`src/rtl/spi_pkg.sv`:
```
// Shared SPI definitions: transfer-mode codes, receive FSM states, default frame width.
package spi_pkg;

    localparam logic [1:0] DTF_NONE = 2'b00;
    localparam logic [1:0] DTF_S2M  = 2'b01;
    localparam logic [1:0] DTF_M2S  = 2'b10;
    localparam logic [1:0] DTF_FDX  = 2'b11;

    localparam int unsigned DEFAULT_DATA_W = 8;

    typedef enum logic [1:0] {
        ST_IDLE   = 2'd0,
        ST_ACTIVE = 2'd1,
        ST_PUSH   = 2'd2
    } rx_state_t;

    // True when the transfer mode carries master-to-slave data.
    function automatic logic dtf_rx(input logic [1:0] dtf);
        logic rx;
        case (dtf)
            DTF_M2S, DTF_FDX:  rx = 1'b1;
            DTF_NONE, DTF_S2M: rx = 1'b0;
            default:           rx = 1'b0;
        endcase
        return rx;
    endfunction

endpackage

```
`src/rtl/spi_slave_rx_buffer_fifo.sv`:
```
// spi_rx_fifo: first-word-fall-through byte queue.
// Ports: clk, rst (sync, active-high), wr_en/wr_data (push), rd_en (pop request),
//        rd_data (head, zero while empty), full, empty, level (occupancy 0..DEPTH).
module spi_rx_fifo #(
    parameter int unsigned DATA_W = 8,
    parameter int unsigned DEPTH  = 8
) (
    input  logic                         clk,
    input  logic                         rst,
    input  logic                         wr_en,
    input  logic [DATA_W-1:0]            wr_data,
    input  logic                         rd_en,
    output logic [DATA_W-1:0]            rd_data,
    output logic                         full,
    output logic                         empty,
    output logic [$clog2(DEPTH+1)-1:0]   level
);
    localparam int unsigned PTR_W = $clog2(DEPTH);
    localparam int unsigned LVL_W = $clog2(DEPTH+1);

    logic [DATA_W-1:0] mem [DEPTH];
    logic [PTR_W-1:0]  wr_ptr;
    logic [PTR_W-1:0]  rd_ptr;
    logic [LVL_W-1:0]  count;
    logic              do_wr;
    logic              do_rd;

    assign full  = (count == LVL_W'(DEPTH));
    assign empty = (count == LVL_W'(0));
    assign level = count;

    // A push into a full FIFO is accepted only when the head leaves in the same cycle.
    assign do_rd = rd_en & ~empty;
    assign do_wr = wr_en & (~full | do_rd);

    // Head is presented combinationally; forced to zero while empty.
    assign rd_data = empty ? '0 : mem[rd_ptr];

    // Pointers and occupancy; pointers wrap naturally because DEPTH is a power of two.
    always_ff @(posedge clk) begin
        if (rst) begin
            wr_ptr <= '0;
            rd_ptr <= '0;
            count  <= '0;
        end else begin
            if (do_wr) wr_ptr <= wr_ptr + PTR_W'(1);
            if (do_rd) rd_ptr <= rd_ptr + PTR_W'(1);
            case ({do_wr, do_rd})
                2'b10:   count <= count + LVL_W'(1);
                2'b01:   count <= count - LVL_W'(1);
                default: count <= count;
            endcase
        end
    end

    // Storage array; contents need no reset since empty masks the head.
    always_ff @(posedge clk) begin
        if (!rst && do_wr) mem[wr_ptr] <= wr_data;
    end

endmodule

```
`src/rtl/spi_slave_rx_buffer.sv`:
```
// spi_slave_rx_buffer: oversampling SPI slave receiver feeding a FWFT byte FIFO.
// Ports: clk, rst (sync, active-high); sclk, mosi, ssb (async SPI pins, ssb high = selected);
//        dtf (transfer mode, quasi-static); rd_data/rd_valid/rd_ready (consumer handshake);
//        level (FIFO occupancy); overflow (sticky drop flag); frame_err (pulse on aborted frame).
// Build option: define SPI_RX_MSB_FIRST_EN to place the first received bit in the MSB.
module spi_slave_rx_buffer
    import spi_pkg::*;
#(
    parameter int unsigned DATA_W      = DEFAULT_DATA_W,
    parameter int unsigned DEPTH       = 8,
    parameter int unsigned SYNC_STAGES = 2
) (
    input  logic                         clk,
    input  logic                         rst,
    input  logic                         sclk,
    input  logic                         mosi,
    input  logic                         ssb,
    input  logic [1:0]                   dtf,
    output logic [DATA_W-1:0]            rd_data,
    output logic                         rd_valid,
    input  logic                         rd_ready,
    output logic [$clog2(DEPTH+1)-1:0]   level,
    output logic                         overflow,
    output logic                         frame_err
);
    localparam int unsigned CNT_W = $clog2(DATA_W);

    logic [SYNC_STAGES-1:0] sclk_sync;
    logic [SYNC_STAGES-1:0] mosi_sync;
    logic [SYNC_STAGES-1:0] ssb_sync;
    logic                   sclk_d;
    logic                   rise_q;
    logic                   mosi_q;
    logic                   ssb_q;

    rx_state_t              state,     state_n;
    logic [CNT_W-1:0]       bit_cnt,   bit_cnt_n;
    logic [DATA_W-1:0]      shift_reg, shift_n;
    logic                   overflow_n;
    logic                   frame_err_n;
    logic                   wr_en_c;
    logic [CNT_W-1:0]       bit_idx_c;
    logic                   rx_en_c;
    logic                   pop_c;
    logic                   fifo_full;
    logic                   fifo_empty;

    // Identical sync chains, then one aligned stage holding the sclk rise pulse with its data.
    always_ff @(posedge clk) begin
        if (rst) begin
            sclk_sync <= '0;
            mosi_sync <= '0;
            ssb_sync  <= '0;
            sclk_d    <= 1'b0;
            rise_q    <= 1'b0;
            mosi_q    <= 1'b0;
            ssb_q     <= 1'b0;
        end else begin
            sclk_sync <= {sclk_sync[SYNC_STAGES-2:0], sclk};
            mosi_sync <= {mosi_sync[SYNC_STAGES-2:0], mosi};
            ssb_sync  <= {ssb_sync[SYNC_STAGES-2:0],  ssb};
            sclk_d    <= sclk_sync[SYNC_STAGES-1];
            rise_q    <= sclk_sync[SYNC_STAGES-1] & ~sclk_d;
            mosi_q    <= mosi_sync[SYNC_STAGES-1];
            ssb_q     <= ssb_sync[SYNC_STAGES-1];
        end
    end

    assign rx_en_c = ssb_q & dtf_rx(dtf);
    assign pop_c   = rd_valid & rd_ready;

`ifdef SPI_RX_MSB_FIRST_EN
    assign bit_idx_c = CNT_W'(DATA_W-1) - bit_cnt;
`else
    assign bit_idx_c = bit_cnt;
`endif

    // Receive FSM state register.
    always_ff @(posedge clk) begin
        if (rst) begin
            state     <= ST_IDLE;
            bit_cnt   <= '0;
            shift_reg <= '0;
            overflow  <= 1'b0;
            frame_err <= 1'b0;
        end else begin
            state     <= state_n;
            bit_cnt   <= bit_cnt_n;
            shift_reg <= shift_n;
            overflow  <= overflow_n;
            frame_err <= frame_err_n;
        end
    end

    // Receive FSM next-state and push control.
    always_comb begin
        state_n     = state;
        bit_cnt_n   = bit_cnt;
        shift_n     = shift_reg;
        overflow_n  = overflow;
        frame_err_n = 1'b0;
        wr_en_c     = 1'b0;
        case (state)
            ST_IDLE: begin
                bit_cnt_n = '0;
                if (rx_en_c) state_n = ST_ACTIVE;
            end
            ST_ACTIVE: begin
                if (!rx_en_c) begin
                    // Losing select only counts as an error once a frame has started.
                    frame_err_n = (bit_cnt != '0);
                    bit_cnt_n   = '0;
                    state_n     = ST_IDLE;
                end else if (rise_q) begin
                    shift_n[bit_idx_c] = mosi_q;
                    if (bit_cnt == CNT_W'(DATA_W-1)) begin
                        bit_cnt_n = '0;
                        state_n   = ST_PUSH;
                    end else begin
                        bit_cnt_n = bit_cnt + CNT_W'(1);
                    end
                end
            end
            ST_PUSH: begin
                wr_en_c = 1'b1;
                if (fifo_full && !pop_c) overflow_n = 1'b1;
                state_n = rx_en_c ? ST_ACTIVE : ST_IDLE;
            end
            default: state_n = ST_IDLE;
        endcase
    end

    spi_rx_fifo #(
        .DATA_W (DATA_W),
        .DEPTH  (DEPTH)
    ) u_fifo (
        .clk     (clk),
        .rst     (rst),
        .wr_en   (wr_en_c),
        .wr_data (shift_reg),
        .rd_en   (pop_c),
        .rd_data (rd_data),
        .full    (fifo_full),
        .empty   (fifo_empty),
        .level   (level)
    );

    assign rd_valid = ~fifo_empty;

endmodule

```
`config.mk`:
```
export PLATFORM = sky130hd
export DESIGN_NAME = spi_slave_rx_buffer
export DESIGN_NICKNAME = d
export VERILOG_FILES = /design/src/rtl/spi_pkg.sv /design/src/rtl/spi_slave_rx_buffer_fifo.sv /design/src/rtl/spi_slave_rx_buffer.sv
export SDC_FILE = /design/constraint.sdc
export NUM_CORES = 1
export LEC_CHECK = 0
export ABC_AREA = 1
export CORE_MARGIN = 8
export CORE_UTILIZATION = 30
export DETAILED_ROUTE_END_ITERATION = 10
export HOLD_SLACK_MARGIN = 0.08
export PLACE_DENSITY = 0.52
export SETUP_SLACK_MARGIN = 0.05
export SLEW_MARGIN = 20
export SYNTH_ARGS = -nofsm -noshare
export SYNTH_HDL_FRONTEND = slang
export SYNTH_SLANG_ARGS = --single-unit
```
`constraint.sdc`:
```
create_clock -name clk -period 2.24 [get_ports clk]
set_clock_uncertainty 0.1 [all_clocks]
set_input_delay 0.224 -clock clk [delete_from_list [all_inputs] [get_ports clk]]
set_output_delay 0.224 -clock clk [all_outputs]
set_load 0.02 [all_outputs]
```
# ---- Yosys cells after proc, flatten, opt, wreduce, memory -nomap -nowiden
# Memories as Yosys holds them, arrays and structs flattened. A register that Yosys moved wholly into a read port is not among the register bits.
# Cells that the tools add are included.
dict set report totals {
  reg_bits 35
  ram_bits 64
  inputBits 8
  output_inout_bits 15
  wordCells 84
  n_memories 1
}
# name depth width rd rd_ports_with_merged_regs write_ports line_no
set mem_list {}
lappend mem_list {u_fifo.mem 8 8 1 1 1 spi_slave_rx_buffer_fifo.sv:21} ;# logic [DATA_W-1:0] mem [DEPTH];
dict set report op_classes {
  add_sub_neg 5
  order_cmp 2
  eq_ne 12
  mux 21
  bitwise_logic 10
  n_reduce_logical 18
}
# operator n
set op_table {}
lappend op_table {{$mux W3} 5}
lappend op_table {{$add A3 B1 Y3 const B} 3}
lappend op_table {{$bwmux W8} 1}
lappend op_table {{$eq A2 B2 Y1 const B} 4}
lappend op_table {{$mux W2} 4}
lappend op_table {{$mux W8} 1}
lappend op_table {{$pmux W4 S2} 1}
lappend op_table {{$eq A2 B1 Y1 const B} 3}
lappend op_table {{$ne A3 B3 Y1 const B} 2}
lappend op_table {{$pmux W2 S3} 1}
lappend op_table {{$pmux W3 S2} 1}
lappend op_table {{$reduce_and A3 Y1} 2}
lappend op_table {{$and A1 B1 Y1} 5}
lappend op_table {{$mux W1} 5}
lappend op_table {{$add A4 B1 Y4 const B} 1}
lappend op_table {{$eq A4 B4 Y1 const B} 1}
lappend op_table {{$logic_not A2 Y1} 2}
lappend op_table {{$logic_not A4 Y1} 1}
lappend op_table {{$lt A3 B4 Y1 const B} 1}
lappend op_table {{$not A1 Y1} 4}
lappend op_table {{$reduce_and A2 Y1} 2}
lappend op_table {{$reduce_bool A2 Y1} 2}
lappend op_table {{$reduce_or A2 Y1} 2}
lappend op_table {{$sub A4 B1 Y4 const B} 1}
lappend op_table {{10 further kinds} 13}

# ---- Logic depth before layout (Yosys ltp)
dict set report depth {
  depth_word 9
  ltp_mapped 13
}

# ---- Modules after synthesis
# A second synthesis with hierarchy kept.
dict set report hier_totals {
  hier_cells 433
  area_unflattened_um2 4286.6
}
# mod n_inst cells_each area_each_um2
set modules_own_cells {}
lappend modules_own_cells {spi_rx_fifo 1 294 3260.6}
lappend modules_own_cells {spi_slave_rx_buffer 1 139 1026.0}

# ---- Worst setup path after synthesis
# Ideal clock, no wire load.
dict set report synth_timing {
  kind {reg2reg}
  startpoint {reg u_fifo.count[2], in the netlist u_fifo.level[2]}
  endpoint {mem u_fifo.mem[0][0] (enable)}
  t_arrival_ns 1.601
  required_ns 1.757
  path_slack_ns 0.156
  path_stages_with_launch 7
  n_path_buf 0
  cell_sequence {dfxtp_1 > nor2_1 > nand3_2 > nand2_2 > inv_2 > nand2_2 > nor3_1}
}
dict set report synth_via {
  elab_chain_len 9
  word_cells_on_any_way 11
}
# element line_no
set synth_rtl {}
lappend synth_rtl {{start, declared} spi_slave_rx_buffer_fifo.sv:24} ;# logic [LVL_W-1:0] count;
lappend synth_rtl {{start signal, assigned} spi_slave_rx_buffer_fifo.sv:49} ;# 2'b10: count <= count + LVL_W'(1);
lappend synth_rtl {{start signal, assigned} spi_slave_rx_buffer_fifo.sv:50} ;# 2'b01: count <= count - LVL_W'(1);
lappend synth_rtl {{start signal, assigned} spi_slave_rx_buffer_fifo.sv:51} ;# default: count <= count;
lappend synth_rtl {{$logic_not A4 Y1} spi_slave_rx_buffer_fifo.sv:29} ;# assign empty = (count == LVL_W'(0));
lappend synth_rtl {{$not A1 Y1} {spi_slave_rx_buffer_fifo.sv:33, spi_slave_rx_buffer.sv:148}}
lappend synth_rtl {{$and A1 B1 Y1} spi_slave_rx_buffer.sv:70} ;# assign pop_c = rd_valid & rd_ready;
lappend synth_rtl {{$and A1 B1 Y1} spi_slave_rx_buffer_fifo.sv:33} ;# assign do_rd = rd_en & ~empty;
lappend synth_rtl {{$or A1 B1 Y1 (*)} spi_slave_rx_buffer_fifo.sv:34} ;# assign do_wr = wr_en & (~full | do_rd);
lappend synth_rtl {{$and A1 B1 Y1 (*)} spi_slave_rx_buffer_fifo.sv:34}
lappend synth_rtl {{$logic_and A1 B1 Y1 (*)} spi_slave_rx_buffer_fifo.sv:58} ;# if (!rst && do_wr) mem[wr_ptr] <= wr_data;
lappend synth_rtl {{$mux W1 (*)} spi_slave_rx_buffer_fifo.sv:58}
lappend synth_rtl {{$mux W1 (not written as such) (*)} spi_slave_rx_buffer_fifo.sv:58}
lappend synth_rtl {{end, declared} spi_slave_rx_buffer_fifo.sv:21}
# Every way passes the cells marked *; elsewhere a longest branch is shown, timed or not.

==> results.yml <==
outcome:
  status: "completed"
logic_synthesis:
  synth_fp_nets: 423
  ys_warn_count: 0
  synth_seq_area_share_pct: 63.8
  synth.cell_area_um2: 4200
  syn_avg_cell_area_um2: 10.3
  synth.distinct_cells: 28
  netlist_instances: 409
  ys_ff_latch: 102
worst_hold_path:
  holdPathStages: 3
  hold_path_end: "ssb_sync[0]"
  min_from: "ssb"
  hp-class: "primary input to register"
pwr:
  intPower_uw: 3610
  p_comb_share_pct: 33.1
  clkPwrFrac_pct: 28.6
  p_leak_uw: 0.00187
  vdd_drop_max_v: 0.000728
  p_sw_share_pct: 34.9
  switchingPower_uw: 1940
  fin_total_pwr_uw: 5550
  p_per_area_nw_per_um2: 1110
  pwr-share-seq_pct: 38.4
grt:
  antenna_found_initial: 0
  grtUsageMet1_pct: 12.6
  top_usage_layer: "met2"
  grtUsageMet3_pct: 3.25
  grt_pass1_vias: 2826
  grt_start_max_net_pins: 33
  grt_overflow: 0
  grt_pass1_wl_mm: 14.2
  track_usage_pct: 9.98
  grt_use_met2_pct: 15.5
place:
  place_area_um2: 4730
  port_buffers: 21
  gp_congestion: 0.765
  dp_hpwl_mm: 5.71
sta:
  final_hold_viol_count: 0
  fmax_ghz: 0.484
  fin_crit_ns: 2.06
  setup-violations-final: 0
  worst_pin_slew_ns: 0.362
  drv_slew: 0
  tns_ns: 0
  rsz0062_at_grt: "false"
  period_share_pct: 92.2
  max_slew_margin_pct: 75.8
  hold-worst-slack_ns: 0.288
setup_path:
  endpoint_kind: "primary output"
  required_ns: 1.92
  startpoint_type: "register"
  path_class: "register to primary output"
  reg2reg_depth: 12
  worstPathArrival_ns: 1.74
  crit_fanout: 20
  reg2reg_to: "u_fifo.level[2]"
  r2r_start: "u_fifo.level[1]"
  r2r_slack_ns: 0.45
layout:
  final_common_cell: "nor2_1"
  finish.utilization_pct: 36.4
  fill_cells: 1401
  fin_area_um2: 5010
  drive_above_1_share_pct: 16.0
  seqCellArea_um2: 2680
  syn_to_final_growth_pct: 19.2
  fin_nets: 460
  antenna_cells: 0
  largest_reg_flops: 64
  final_cell_mix: "nor2_1, edfxtp_1, o21ai_0, dfxtp_1, inv_1"
  multi_input_area_um2: 1290
drt:
  viasPerCell: 4.56
  via_count: 2875
  drt-total-wl_mm: 8.54
  ant_nets: 0
  drt_pass1_iterations: 4
  wl_per_cell_um: 13.5
  route.detailed.drc: 0
  drt_iter0_markers: 146
floorplanning:
  io_pins: 23
  initial_core_util_pct: 30.5
  coreArea_um2: 13800
  die_y_um: 134
  die_area_um2: 18100
  row_count: 43
  die_w_um: 134
clock_tree:
  clk_path_buf_depth: 2
  clk_latency_ns: 0.34
  cts_sinks: 102
  hold_buffers: 0
  cts-root-buf: "clkbuf_16"
  cts_max_level: 3
  cts_tree: "yes"
  cts.clk_slew.worst_paths_ns: 0.07
  cts_buffers: 9
job:
  maxCapViolCount: 0
==> worst max-delay path by stage <==
stage	startpoint	endpoint
finish	register	rd_data[4]
global route	register	rd_data[4]
CTS	register	rd_data[1]
detailed placement	register	rd_data[1]
global placement	register	rd_data[1]
floorplan	u_fifo.level[2]	u_fifo.mem[0][0]
==> layout make-up <==
class / count / share of cell area (%)
well taps: 180 / 4.49
repair buffers: 41 / 7.09
clock inverters: 7 / 1.60
flip-flops and latches: 102 / 53.6
multi-input cells: 251 / 25.7
inverters: 41 / 3.07
clock buffers: 9 / 4.49
==> cells by family after synthesis <==
kind of cell / synth area share, %
AO/OA/AOI/OAI: 10.8
XOR/XNOR: 0.208
adder cells (fa/ha/maj): 1.79
buffers and inverters: 5.63
flip-flops: 63.8
AND/OR/NAND/NOR: 17.7
==> cells in the mapped netlist (all sizes together) <==
library cell  number  share of area (%)
nand3             13                2.3
inv               41                3.7
nor3              12                1.5
nand4              4               0.74
buf               10                1.5
edfxtp            64                 46
a21oi             20                2.4
nor2              96                9.2
o32ai              8                1.7
xor2               1               0.21
ha                 6                1.8
o21ai             56                6.8
nand2             35                4.0
dfxtp             38                 18
clkbuf             5               0.45
==> critical path, stage by stage (launching register included) <==
cell and delay, ns:
dfxtp_2 0.38, buf_12 0.16, nor2_1 0.06, o32ai_1 0.29, nor2_1 0.07, nor2_1 0.08, dlygate4sd2_1 0.36
==> power groups by stage <==
| stage | registers [uW] | clock network [uW] | logic [uW] |
|---|---|---|---|
| 2_1_floorplan | 2210 | 0 | 1180 |
| 5_1_grt | 2140 | 1700 | 2050 |
| 3_3_place_gp | 2170 | 0 | 1920 |
| 4_1_cts | 2130 | 1630 | 1870 |
| 6_report | 2130 | 1580 | 1830 |
| 3_5_place_dp | 2170 | 0 | 1930 |
==> layer usage <==
layer | share of wire (%) | vias to the layer above
met3 | 5.0 | 8
met5 | 0 | -
li1 | - | 1463
met4 | 1.1 | 0
met1 | 49 | 1353
met2 | 45 | 51
==> through the flow <==
stage	std cells	setup WS (ns)
2_1_floorplan	409	0.156
3_3_place_gp	615	0.0820
3_5_place_dp	615	0.0603
4_1_cts	631	0.0363
5_1_grt	631	0.0508
6_report	631	0.175
==> timing repair <==
item,CTS,global route
buffers inserted,0,0
setup endpoints to repair,8,7
resized for setup,12,17
gates cloned,0,0
pin swaps,0,0
Power figures use the tool's default switching activity.
